==> config.mk <==
export PLATFORM = sky130hd
export DESIGN_NAME = fetch_stage_flat
export DESIGN_NICKNAME = d
export VERILOG_FILES = /design/src/rtl/wisc_pkg.sv /design/src/rtl/fetch_stage_if.sv /design/src/rtl/if_id_reg.sv /design/src/rtl/fetch_stage.sv /design/src/flat_wrapper.sv
export SDC_FILE = /design/constraint.sdc
export NUM_CORES = 1
export LEC_CHECK = 0
export CORE_MARGIN = 10
export CORE_UTILIZATION = 45
export DETAILED_ROUTE_END_ITERATION = 16
export PLACE_DENSITY = 0.81
export SLEW_MARGIN = 20
export SYNTH_ARGS = -nofsm -noshare
export SYNTH_HDL_FRONTEND = slang
export SYNTH_SLANG_ARGS = --single-unit
==> constraint.sdc <==
create_clock -name clk -period 2.35 [get_ports clk]
set_input_delay 0.47 -clock clk [delete_from_list [all_inputs] [get_ports clk]]
set_output_delay 0.47 -clock clk [all_outputs]
set_load 0.01 [all_outputs]
==> src/rtl/wisc_pkg.sv <==
// rtl/wisc_pkg.sv - shared WISC-S25 pipeline types and constants
package wisc_pkg;

    localparam logic [15:0] NOP_INSTR          = 16'h0000;
    localparam logic [3:0]  HLT_OPCODE_DEFAULT = 4'hF;

    typedef enum logic [1:0] {
        RUN          = 2'd0,
        HALT_FETCHED = 2'd1,
        HALTED       = 2'd2
    } fetch_state_t;

    typedef struct packed {
        logic [15:0] pc_curr;
        logic [15:0] pc_next;
        logic [15:0] instr;
        logic [1:0]  prediction;
        logic [15:0] predicted_target;
        logic        valid;
    } if_id_t;

endpackage

==> src/rtl/fetch_stage_if.sv <==
// rtl/fetch_stage_if.sv - fetch stage connections to hazard unit, decode, predictor and imem
interface fetch_stage_if;

    logic        stall_PC;
    logic        stall_IF_ID;
    logic        branch_mispredicted;
    logic        actual_taken;
    logic [15:0] actual_target;
    logic [1:0]  prediction;
    logic [15:0] predicted_target;
    logic [15:0] instr;

    logic [15:0] PC_curr;
    logic        PC_enable;
    logic [15:0] IF_ID_PC_curr;
    logic [15:0] IF_ID_PC_next;
    logic [15:0] IF_ID_instr;
    logic [1:0]  IF_ID_prediction;
    logic [15:0] IF_ID_predicted_target;
    logic        IF_ID_valid;
    logic        halted;

    modport master (
        input  stall_PC, stall_IF_ID, branch_mispredicted, actual_taken, actual_target,
               prediction, predicted_target, instr,
        output PC_curr, PC_enable, IF_ID_PC_curr, IF_ID_PC_next, IF_ID_instr,
               IF_ID_prediction, IF_ID_predicted_target, IF_ID_valid, halted
    );

    modport slave (
        output stall_PC, stall_IF_ID, branch_mispredicted, actual_taken, actual_target,
               prediction, predicted_target, instr,
        input  PC_curr, PC_enable, IF_ID_PC_curr, IF_ID_PC_next, IF_ID_instr,
               IF_ID_prediction, IF_ID_predicted_target, IF_ID_valid, halted
    );

endinterface

==> src/rtl/if_id_reg.sv <==
// rtl/if_id_reg.sv - IF/ID pipeline register with flush, stall and bubble controls
module if_id_reg
    import wisc_pkg::*;
(
    input  logic   clk,
    input  logic   rst_n,
    input  logic   flush,
    input  logic   stall,
    input  logic   bubble,
    input  if_id_t d,
    output if_id_t q
);

    localparam if_id_t FLUSH_VAL = '{
        pc_curr:          16'h0000,
        pc_next:          16'h0000,
        instr:            NOP_INSTR,
        prediction:       2'b00,
        predicted_target: 16'h0000,
        valid:            1'b0
    };

    // A bubble only drops valid; the stale payload is harmless once invalid.
    always_ff @(posedge clk or negedge rst_n) begin
        if (!rst_n) begin
            q <= '0;
        end else if (flush) begin
            q <= FLUSH_VAL;
        end else if (stall) begin
            q <= q;
        end else if (bubble) begin
            q.valid <= 1'b0;
        end else begin
            q <= d;
        end
    end

endmodule

==> src/rtl/fetch_stage.sv <==
// rtl/fetch_stage.sv - IF stage: PC register, next-PC select, HLT state machine, IF/ID register
module fetch_stage
    import wisc_pkg::*;
#(
    parameter logic [15:0] RESET_PC   = 16'h0000,
    parameter logic [3:0]  HLT_OPCODE = HLT_OPCODE_DEFAULT
) (
    input logic          clk,
    input logic          rst_n,
    fetch_stage_if.master fif
);

    fetch_state_t state, state_next;
    logic [15:0]  pc_q, pc_d, pc_plus2, redirect_target;
    logic         redirect, running, capture, advance, hlt_detect, pc_en;
    if_id_t       if_id_d, if_id_q;

    assign running         = (state == RUN);
    // Once committed to HALTED, late squashes from decode must not revive fetch.
    assign redirect        = fif.branch_mispredicted & (state != HALTED);
    assign pc_plus2        = pc_q + 16'd2;
    assign redirect_target = fif.actual_taken ? fif.actual_target : if_id_q.pc_next;
    assign capture         = ~redirect & ~fif.stall_IF_ID & running;
    assign advance         = ~redirect & ~fif.stall_IF_ID;
    assign hlt_detect      = capture & (fif.instr[15:12] == HLT_OPCODE);
    assign pc_en           = redirect | (~fif.stall_PC & running);

    always_comb begin
        pc_d = pc_q;
        if (redirect) begin
            pc_d = redirect_target;
        end else if (fif.stall_PC || !running || hlt_detect) begin
            pc_d = pc_q;
        end else if (fif.prediction[1]) begin
            pc_d = fif.predicted_target;
        end else begin
            pc_d = pc_plus2;
        end
    end

    always_ff @(posedge clk or negedge rst_n) begin
        if (!rst_n) begin
            pc_q <= RESET_PC;
        end else begin
            pc_q <= pc_d;
        end
    end

    always_ff @(posedge clk or negedge rst_n) begin
        if (!rst_n) begin
            state <= RUN;
        end else begin
            state <= state_next;
        end
    end

    // HLT becomes final only after it leaves decode without being squashed.
    always_comb begin
        state_next = state;
        case (state)
            RUN:          if (hlt_detect) state_next = HALT_FETCHED;
            HALT_FETCHED: begin
                if (redirect)     state_next = RUN;
                else if (advance) state_next = HALTED;
            end
            HALTED:       state_next = HALTED;
            default:      state_next = RUN;
        endcase
    end

    always_comb begin
        if_id_d = '{
            pc_curr:          pc_q,
            pc_next:          pc_plus2,
            instr:            fif.instr,
            prediction:       fif.prediction,
            predicted_target: fif.predicted_target,
            valid:            1'b1
        };
    end

    if_id_reg u_if_id_reg (
        .clk    (clk),
        .rst_n  (rst_n),
        .flush  (redirect),
        .stall  (fif.stall_IF_ID),
        .bubble (~running),
        .d      (if_id_d),
        .q      (if_id_q)
    );

    assign fif.PC_curr                = pc_q;
    assign fif.PC_enable              = pc_en;
    assign fif.IF_ID_PC_curr          = if_id_q.pc_curr;
    assign fif.IF_ID_PC_next          = if_id_q.pc_next;
    assign fif.IF_ID_instr            = if_id_q.instr;
    assign fif.IF_ID_prediction       = if_id_q.prediction;
    assign fif.IF_ID_predicted_target = if_id_q.predicted_target;
    assign fif.IF_ID_valid            = if_id_q.valid;
    assign fif.halted                 = (state == HALTED);

endmodule

==> src/flat_wrapper.sv <==
// flat-port wrapper written by rule: the top's interface ports become plain ports
module fetch_stage_flat import wisc_pkg::*;
#(
    parameter logic [15:0] RESET_PC   = 16'h0000,
    parameter logic [3:0]  HLT_OPCODE = HLT_OPCODE_DEFAULT
)
  (clk, rst_n, fif_stall_PC, fif_stall_IF_ID, fif_branch_mispredicted, fif_actual_taken, fif_actual_target, fif_prediction, fif_predicted_target, fif_instr, fif_PC_curr, fif_PC_enable, fif_IF_ID_PC_curr, fif_IF_ID_PC_next, fif_IF_ID_instr, fif_IF_ID_prediction, fif_IF_ID_predicted_target, fif_IF_ID_valid, fif_halted);
  fetch_stage_if fif_i ();
  input logic clk;
  input logic rst_n;
  input wire logic [$bits(fif_i.stall_PC)-1:0] fif_stall_PC;
  input wire logic [$bits(fif_i.stall_IF_ID)-1:0] fif_stall_IF_ID;
  input wire logic [$bits(fif_i.branch_mispredicted)-1:0] fif_branch_mispredicted;
  input wire logic [$bits(fif_i.actual_taken)-1:0] fif_actual_taken;
  input wire logic [$bits(fif_i.actual_target)-1:0] fif_actual_target;
  input wire logic [$bits(fif_i.prediction)-1:0] fif_prediction;
  input wire logic [$bits(fif_i.predicted_target)-1:0] fif_predicted_target;
  input wire logic [$bits(fif_i.instr)-1:0] fif_instr;
  output wire logic [$bits(fif_i.PC_curr)-1:0] fif_PC_curr;
  output wire logic [$bits(fif_i.PC_enable)-1:0] fif_PC_enable;
  output wire logic [$bits(fif_i.IF_ID_PC_curr)-1:0] fif_IF_ID_PC_curr;
  output wire logic [$bits(fif_i.IF_ID_PC_next)-1:0] fif_IF_ID_PC_next;
  output wire logic [$bits(fif_i.IF_ID_instr)-1:0] fif_IF_ID_instr;
  output wire logic [$bits(fif_i.IF_ID_prediction)-1:0] fif_IF_ID_prediction;
  output wire logic [$bits(fif_i.IF_ID_predicted_target)-1:0] fif_IF_ID_predicted_target;
  output wire logic [$bits(fif_i.IF_ID_valid)-1:0] fif_IF_ID_valid;
  output wire logic [$bits(fif_i.halted)-1:0] fif_halted;
  assign fif_i.stall_PC = fif_stall_PC;
  assign fif_i.stall_IF_ID = fif_stall_IF_ID;
  assign fif_i.branch_mispredicted = fif_branch_mispredicted;
  assign fif_i.actual_taken = fif_actual_taken;
  assign fif_i.actual_target = fif_actual_target;
  assign fif_i.prediction = fif_prediction;
  assign fif_i.predicted_target = fif_predicted_target;
  assign fif_i.instr = fif_instr;
  assign fif_PC_curr = fif_i.PC_curr;
  assign fif_PC_enable = fif_i.PC_enable;
  assign fif_IF_ID_PC_curr = fif_i.IF_ID_PC_curr;
  assign fif_IF_ID_PC_next = fif_i.IF_ID_PC_next;
  assign fif_IF_ID_instr = fif_i.IF_ID_instr;
  assign fif_IF_ID_prediction = fif_i.IF_ID_prediction;
  assign fif_IF_ID_predicted_target = fif_i.IF_ID_predicted_target;
  assign fif_IF_ID_valid = fif_i.IF_ID_valid;
  assign fif_halted = fif_i.halted;
  fetch_stage #(.RESET_PC(RESET_PC), .HLT_OPCODE(HLT_OPCODE)) u_core (.clk(clk), .rst_n(rst_n), .fif(fif_i));
endmodule
==> impl_metrics.env, run 1 <==
export IMPL_place_detailed_instances=599
export IMPL_timing_final_crit_share_pct=96.9
export IMPL_design_core_area_mm2=0.00830
export IMPL_grt_pass1_wl_um=20800
export IMPL_fp_row_count=33
export IMPL_initial_antenna_violation_count=0
export IMPL_setup_repair_after_global_routing_missed_its_margin="false"
export IMPL_path_depth=5
export IMPL_drive_above_1_share_pct=10.2
export IMPL_yosys_area_share_simple_pct=10.1
export IMPL_p_clk_share_pct=25.4
export IMPL_initial_core_util_pct=46.8
export IMPL_maxSlewViolCount=0
export IMPL_dr_pass1_iters=5
export IMPL_cellPowerDensity_mw_per_mm2=838
export IMPL_fin_skew_ns=0.00626
export IMPL_cts_htree_levels=3
export IMPL_num_vias=3583
export IMPL_worst_ir_drop_vdd_mv=0.344
export IMPL_antenna_diode_count=0
export IMPL_path_buf_inv=3
export IMPL_post_drt_via_cell_ratio=5.83
export IMPL_critical_path_slowest_cell="sky130_fd_sc_hd__clkdlybuf4s50_1"
export IMPL_yosys_area_share_xor_xnor_pct=2.93
export IMPL_switchingPower_mw=1.48
export IMPL_final_min_clock_period_ns=2.28
export IMPL_cts_made_buffers=9
export IMPL_slowest_delay_ns=0.55
export IMPL_final_nets=562
export IMPL_drtIter0Drc=275
export IMPL_port_buffer_count=140
export IMPL_timing_max_slew_rel_slack_pct=62.8
export IMPL_detail_route_antenna_nets=0
export IMPL_cell_count_after_synthesis=362
export IMPL_ys_types=46
export IMPL_first_global_vias=3800
export IMPL_avgSynthCellArea_um2=10.7
export IMPL_combinational_family_with_the_most_area_after_synthesis="compound AO/OA/AOI/OAI gates"
export IMPL_synth_cell_area_mm2=0.00389
export IMPL_finalWirelength_um=13000
export IMPL_multiInputGateArea_mm2=0.00165
export IMPL_synth_top_flop_cell="sky130_fd_sc_hd__dfrtp_1"
export IMPL_chipHeight_um=113
export IMPL_yosys_area_top_type_share_pct=54.1
export IMPL_postCtsSetupBuffers=0
export IMPL_globalplace_congestion=0.853
export IMPL_clock_pin_transition_on_the_worst_setup_and_hold_timing_paths_ns=0.08
export IMPL_setup_tns_final_ns=0
export IMPL_critPathArrivalTime_ns=1.81
export IMPL_reg2reg_to="u_core.fif.PC_curr[7]"
export IMPL_worst_path_dominant_cell_family="buffers and inverters"
export IMPL_synth_fa_ha_area_share_pct=0.322
export IMPL_synth_area_leaders="sky130_fd_sc_hd__dfrtp_1 (54%), sky130_fd_sc_hd__a22o_1 (11%), sky130_fd_sc_hd__o21ai_0 (3.5%)"
export IMPL_leak_pwr_nw=2.44
export IMPL_io_pin_count=141
export IMPL_synth_commonest_cells="sky130_fd_sc_hd__dfrtp_1 (84), sky130_fd_sc_hd__a22o_1 (48), sky130_fd_sc_hd__nand2_1 (33), sky130_fd_sc_hd__o21ai_0 (27), sky130_fd_sc_hd__nor2_1 (20)"
export IMPL_die_w_um=113
export IMPL_synth_nets=419
export IMPL_clock_latency_ns=0.35
export IMPL_pwr_share_comb_pct=32.4
export IMPL_kind_of_start_point_of_the_critical_path="input port"
export IMPL_post_drt_wl_per_cell_um=21.1
export IMPL_finalSetupViolations=0
export IMPL_dpl_hpwl_um=9500
export IMPL_utilization_pct=69.1
export IMPL_grt_use_total_pct=19.9
export IMPL_synth_most_common_cell="sky130_fd_sc_hd__dfrtp_1"
export IMPL_grt_max_degree=49
export IMPL_synth_area_leader_cell="sky130_fd_sc_hd__dfrtp_1"
export IMPL_fraction_of_power_spent_switching_nets_pct=30.7
export IMPL_timing_critical_path_to_type="output pin"
export IMPL_max_cap_viol_count=0
export IMPL_ff2ff_path_depth=6
export IMPL_floorplan_die_area_mm2=0.0128
export IMPL_critPathKind="input port to output pin"
export IMPL_detail_route_drc_violations=0
export IMPL_layout_area_overhead_vs_synth_pct=47.6
export IMPL_tritoncts_clock_tree="yes"
export IMPL_r2r_setup_slack_ns=0.31
export IMPL_synth_warning_count=0
export IMPL_asyncSetResetFlopFracSynth_pct=100
export IMPL_hold_path_class="input port to async pin"
export IMPL_internal_power_mw=3.33
export IMPL_synth_seq_cells=84
export IMPL_finalHoldViolations=0
export IMPL_max_fanout_on_critical_path=8
export IMPL_fmax_ghz=0.439
export IMPL_final_fill_count=611
export IMPL_smallest_hold_slack_ns=0.0846
export IMPL_ctsRootBufferMaster="sky130_fd_sc_hd__clkbuf_8"
export IMPL_synth_compound_gate_area_share_pct=23.5
export IMPL_grt_remaining_overflow=0
export IMPL_run_status="completed"
export IMPL_synthMuxAreaShare_pct=4.80
export IMPL_required_ns=1.88
export IMPL_sequential_cell_area_mm2=0.00210
export IMPL_cts_max_path_buffers=2
export IMPL_timing_critical_path_cells="clkdlybuf4s50_1 > buf_4 > nor2_1 > nor2_1 > clkdlybuf4s50_1"
export IMPL_power_frac_seq_pct=42.2
export IMPL_numClockSinks=84
export IMPL_max_slew_worst_pin_slew_ns=0.550
export IMPL_synth_edf_count=0
export IMPL_final_instance_count_excl_fill=615
export IMPL_crit_reg2reg_launch="u_core.state[0]"
export IMPL_seq_area_frac_synth_pct=54.1
-- cells by family (layout without fill, tap and decap cells) --
family,Yosys count,in the layout
compound gates,125,125
flops,84,84
simple gates,84,84
buf+inv,37,185
mux,18,18
xor+xnor,13,13
fa+ha+maj,1,1
-- worst register-to-register path: cells and delay by family (launching register included) --
kind	cells	cell delay [ns]
AO/OA/AOI/OAI	3	0.45
buffers and inverters	1	0.18
flip-flops	1	0.44
AND/OR/NAND/NOR	2	0.91
-- layer usage --
layer,vias to the layer above,part of all wire [%],GRT usage (%)
li1,1610,-,-
met1,1817,40,23.9
met2,142,51,33.6
met3,14,7.9,5.81
met4,0,1.5,6.18
met5,-,0,0
-- cell usage in the layout, fill, tap and decap left out, drive strengths merged, types with 2 or more instances in the layout --
cell             n
a21oi           12
a22o            48
a311oi           4
a31oi            3
and3             3
buf             22
bufinv           3
clkbuf          11
clkdlybuf4s50  139
clkinv           2
dfrtp           84
inv              8
mux2             5
mux2i           13
nand2           33
nand3            6
nand4            3
nor2            20
nor3             7
nor3b            2
nor4             3
o21ai           40
o22ai            5
o2bb2ai          2
o311ai           2
o31a             3
xnor2           10
xor2             3
-- stage by stage --
stage / area [um2] / setup slack (ns) / power [mW]
after floorplan: 3890 / 0.347 / 2.64
after global placement: 5500 / 0.0816 / 3.56
after detailed placement: 5500 / 0.00623 / 3.62
after CTS: 5730 / 0.0534 / 4.84
after global routing: 5730 / 0.00282 / 5.04
final: 5730 / 0.0724 / 4.81
-- final cells by class --
type	count	area share (%)
clock buffer	11	2.29
clock inverter	5	1.75
inverter	8	0.524
multi-input combinational	241	28.7
sequential	84	36.7
tap	105	2.29
timing repair buffer	161	27.8
-- repair_timing --
item	CTS	global route
hold buffers	0	0
resized for setup	1	0
setup endpoints to repair	2	0
-- power groups by stage --
stage	Clock (mW)	Combinational (mW)	Sequential, mW
2_1_floorplan	0	0.512	2.13
3_3_place_gp	0	1.53	2.03
6_report	1.22	1.56	2.03
3_5_place_dp	0	1.57	2.05
4_1_cts	1.24	1.58	2.02
5_1_grt	1.29	1.68	2.07
-- state kept, by name, summed over array words and instances (netlist names) --
signal                count
u_core.fif.PC_curr       16
u_core.u_if_id_reg.q     66
u_core.state              2
-- worst max-delay path by stage --
stage                                  from                     end
CTS                 fif_branch_mispredicted           fif_PC_enable
floorplan           fif_branch_mispredicted   u_core.fif.PC_curr[7]
finish              fif_branch_mispredicted           fif_PC_enable
global route                u_core.state[1]              fif_halted
global placement    fif_branch_mispredicted           fif_PC_enable
detailed placement  fif_branch_mispredicted  u_core.fif.PC_curr[15]
No activity file was read; power rests on OpenSTA's default activity.
==> run 2: changes to the inputs <==
==> constraint.sdc (replaced) <==
create_clock -name clk -period 2.35 [get_ports clk]
set_input_delay 0.3525 -clock clk [delete_from_list [all_inputs] [get_ports clk]]
set_output_delay 0.3525 -clock clk [all_outputs]
set_load 0.01 [all_outputs]
==> run 2 against run 1 <==
Effect of this change: critical path depth shrank 2; sequential power hardly changed; clock-buffer cell count down 1; total power decreased by 4.9%; largest cell class unchanged; global-route usage shrank 0.49 points; maximum frequency rose by 0.82%; clock power fell by 18%; first-iteration DRC count fell by 9.1%; setup slack improved by 0.018 ns; cell count decreased by 0.33%.
==> impl_metrics.env, run 2 (synthesized netlist as in run 1, its figures left out) <==
export IMPL_grt_pass1_wl_um=20000
export IMPL_cts_hold_repair_buffers=0
export IMPL_fp_row_count=33
export IMPL_tritoncts_clock_tree="yes"
export IMPL_timing_critical_path_to_type="output pin"
export IMPL_finalWirelength_um=12600
export IMPL_port_buffer_count=140
export IMPL_r2r_setup_slack_ns=0.42
export IMPL_setup_repair_after_global_routing_missed_its_margin="false"
export IMPL_reg2reg_to="u_core.fif.PC_curr[15]"
export IMPL_design_core_area_mm2=0.00830
export IMPL_initial_core_util_pct=46.8
export IMPL_numClockSinks=84
export IMPL_cellPowerDensity_mw_per_mm2=810
export IMPL_fin_skew_ns=0.00989
export IMPL_post_drt_wl_per_cell_um=20.5
export IMPL_clock_latency_ns=0.35
export IMPL_postCtsSetupBuffers=0
export IMPL_cts_made_buffers=9
export IMPL_place_detailed_instances=600
export IMPL_crit_reg2reg_launch="u_core.fif.PC_curr[3]"
export IMPL_critPathArrivalTime_ns=1.91
export IMPL_io_pin_count=141
export IMPL_required_ns=2.00
export IMPL_drtIter0Drc=250
export IMPL_chipHeight_um=113
export IMPL_grt_max_degree=73
export IMPL_setup_tns_final_ns=0
export IMPL_worst_slack_ns=0.0908
export IMPL_initial_antenna_violation_count=0
export IMPL_drive_above_1_share_pct=10.4
export IMPL_preCtsSetupSlack_ns=0.123
export IMPL_dpl_hpwl_um=9270
export IMPL_antenna_diode_count=0
export IMPL_max_fanout_on_critical_path=10
export IMPL_max_slew_worst_pin_slew_ns=0.903
export IMPL_leak_pwr_nw=2.40
export IMPL_globalplace_congestion=0.838
export IMPL_max_cap_viol_count=0
export IMPL_layout_area_overhead_vs_synth_pct=45.3
export IMPL_final_instance_count_excl_fill=613
export IMPL_die_w_um=113
export IMPL_floorplan_die_area_mm2=0.0128
export IMPL_hold_path_class="input port to async pin"
export IMPL_clock_pin_transition_on_the_worst_setup_and_hold_timing_paths_ns=0.08
export IMPL_cts_htree_levels=3
export IMPL_dr_pass1_iters=4
export IMPL_ctsRootBufferMaster="sky130_fd_sc_hd__clkbuf_8"
export IMPL_first_global_vias=3651
export IMPL_kind_of_start_point_of_the_critical_path="register"
export IMPL_post_drt_via_cell_ratio=5.74
export IMPL_maxSlewViolCount=0
export IMPL_fmax_ghz=0.443
export IMPL_final_min_clock_period_ns=2.26
export IMPL_grt_remaining_overflow=0
export IMPL_final_nets=563
export IMPL_power_total_mw=4.57
export IMPL_biggest_register="u_core.u_if_id_reg.q"
export IMPL_grt_use_total_pct=19.4
export IMPL_ff2ff_path_depth=5
export IMPL_most_common_layout_cells="sky130_fd_sc_hd__clkdlybuf4s50_1 (139), sky130_fd_sc_hd__dfrtp_1 (83), sky130_fd_sc_hd__a22o_1 (48), sky130_fd_sc_hd__nand2_1 (33), sky130_fd_sc_hd__o21ai_0 (26)"
export IMPL_finalSetupViolations=0
export IMPL_critPathKind="register to output pin"
export IMPL_max_reg_flops=66
export IMPL_timing_max_slew_rel_slack_pct=39.8
export IMPL_detail_route_antenna_nets=0
export IMPL_num_vias=3518
export IMPL_timing_final_crit_share_pct=96.1
export IMPL_detail_route_drc_violations=0
export IMPL_finalHoldViolations=0
export IMPL_mostFrequentLayoutCell="sky130_fd_sc_hd__clkdlybuf4s50_1"
export IMPL_cts_max_path_buffers=2
export IMPL_run_status="completed"
export IMPL_worst_ir_drop_vdd_mv=0.530
## run 2: changes by cell type in the layout (fill, tap and decap cells not counted), moves of 2 or more
cell and change:
sky130_fd_sc_hd__bufinv_16 -2, sky130_fd_sc_hd__buf_4 +4, sky130_fd_sc_hd__clkbuf_1 -2, sky130_fd_sc_hd__buf_12 -3
## run 2: per-layer routing
metal / up-vias / global-route usage [%] / wire (um)
li1: 1615 / - / -
met1: 1760 / 23.8 / 5130
met2: 129 / 31.6 / 6280
met3: 14 / 5.60 / 997
met4: 0 / 7.45 / 172
met5: - / 0 / 0
## run 2: power by group
| group | internal (mW) | switching (mW) | total, mW |
|---|---|---|---|
| Sequential | 1.73 | 0.266 | 2.00 |
| Combinational | 0.901 | 0.677 | 1.58 |
| Clock | 0.499 | 0.495 | 0.995 |
| Total | 3.13 | 1.44 | 4.57 |
## run 2: worst max path at each step
| stage | end | depth (start not counted) | startpoint |
|---|---|---|---|
| floorplan | u_core.fif.PC_curr[7] | 8 | fif_branch_mispredicted |
| global placement | u_core.fif.PC_curr[15] | 6 | fif_branch_mispredicted |
| detailed placement | u_core.fif.PC_curr[15] | 6 | fif_branch_mispredicted |
| finish | fif_halted | 3 | u_core.state[0] |
| global route | fif_halted | 3 | u_core.state[0] |
| CTS | fif_PC_enable | 4 | u_core.state[0] |
## run 2: through the flow
stage | cell area (um2) | utilization, % | hold WS [ns]
after floorplan | 3890 | - | 0.0569
after global placement | 5470 | 65.9 | 0.467
after detailed placement | 5470 | 65.9 | 0.474
after CTS | 5650 | 68.0 | 0.155
after global routing | 5650 | 68.0 | 0.197
final | 5650 | 68.0 | 0.123
## run 2: cell type report
cell class	count	area [um2]
clock buffer	10	138
sequential	84	2100
multi-input combinational	241	1640
clock inverter	3	40.0
inverter	8	30.0
fill	629	2650
timing repair buffer	162	1560
tap	105	131
## run 2: what timing repair did
action / 4_1_cts / 5_1_grt
resized for setup: 1 / 1
hold endpoints to repair: 0 / 0
gates cloned: 0 / 0
setup endpoints to repair: 1 / 2
## run 2: critical path, stage by stage (launching register included)
cell	delay (ns)
sky130_fd_sc_hd__dfrtp_2	0.48
sky130_fd_sc_hd__nand2b_2	0.26
sky130_fd_sc_hd__inv_1	0.22
sky130_fd_sc_hd__clkdlybuf4s50_1	0.60
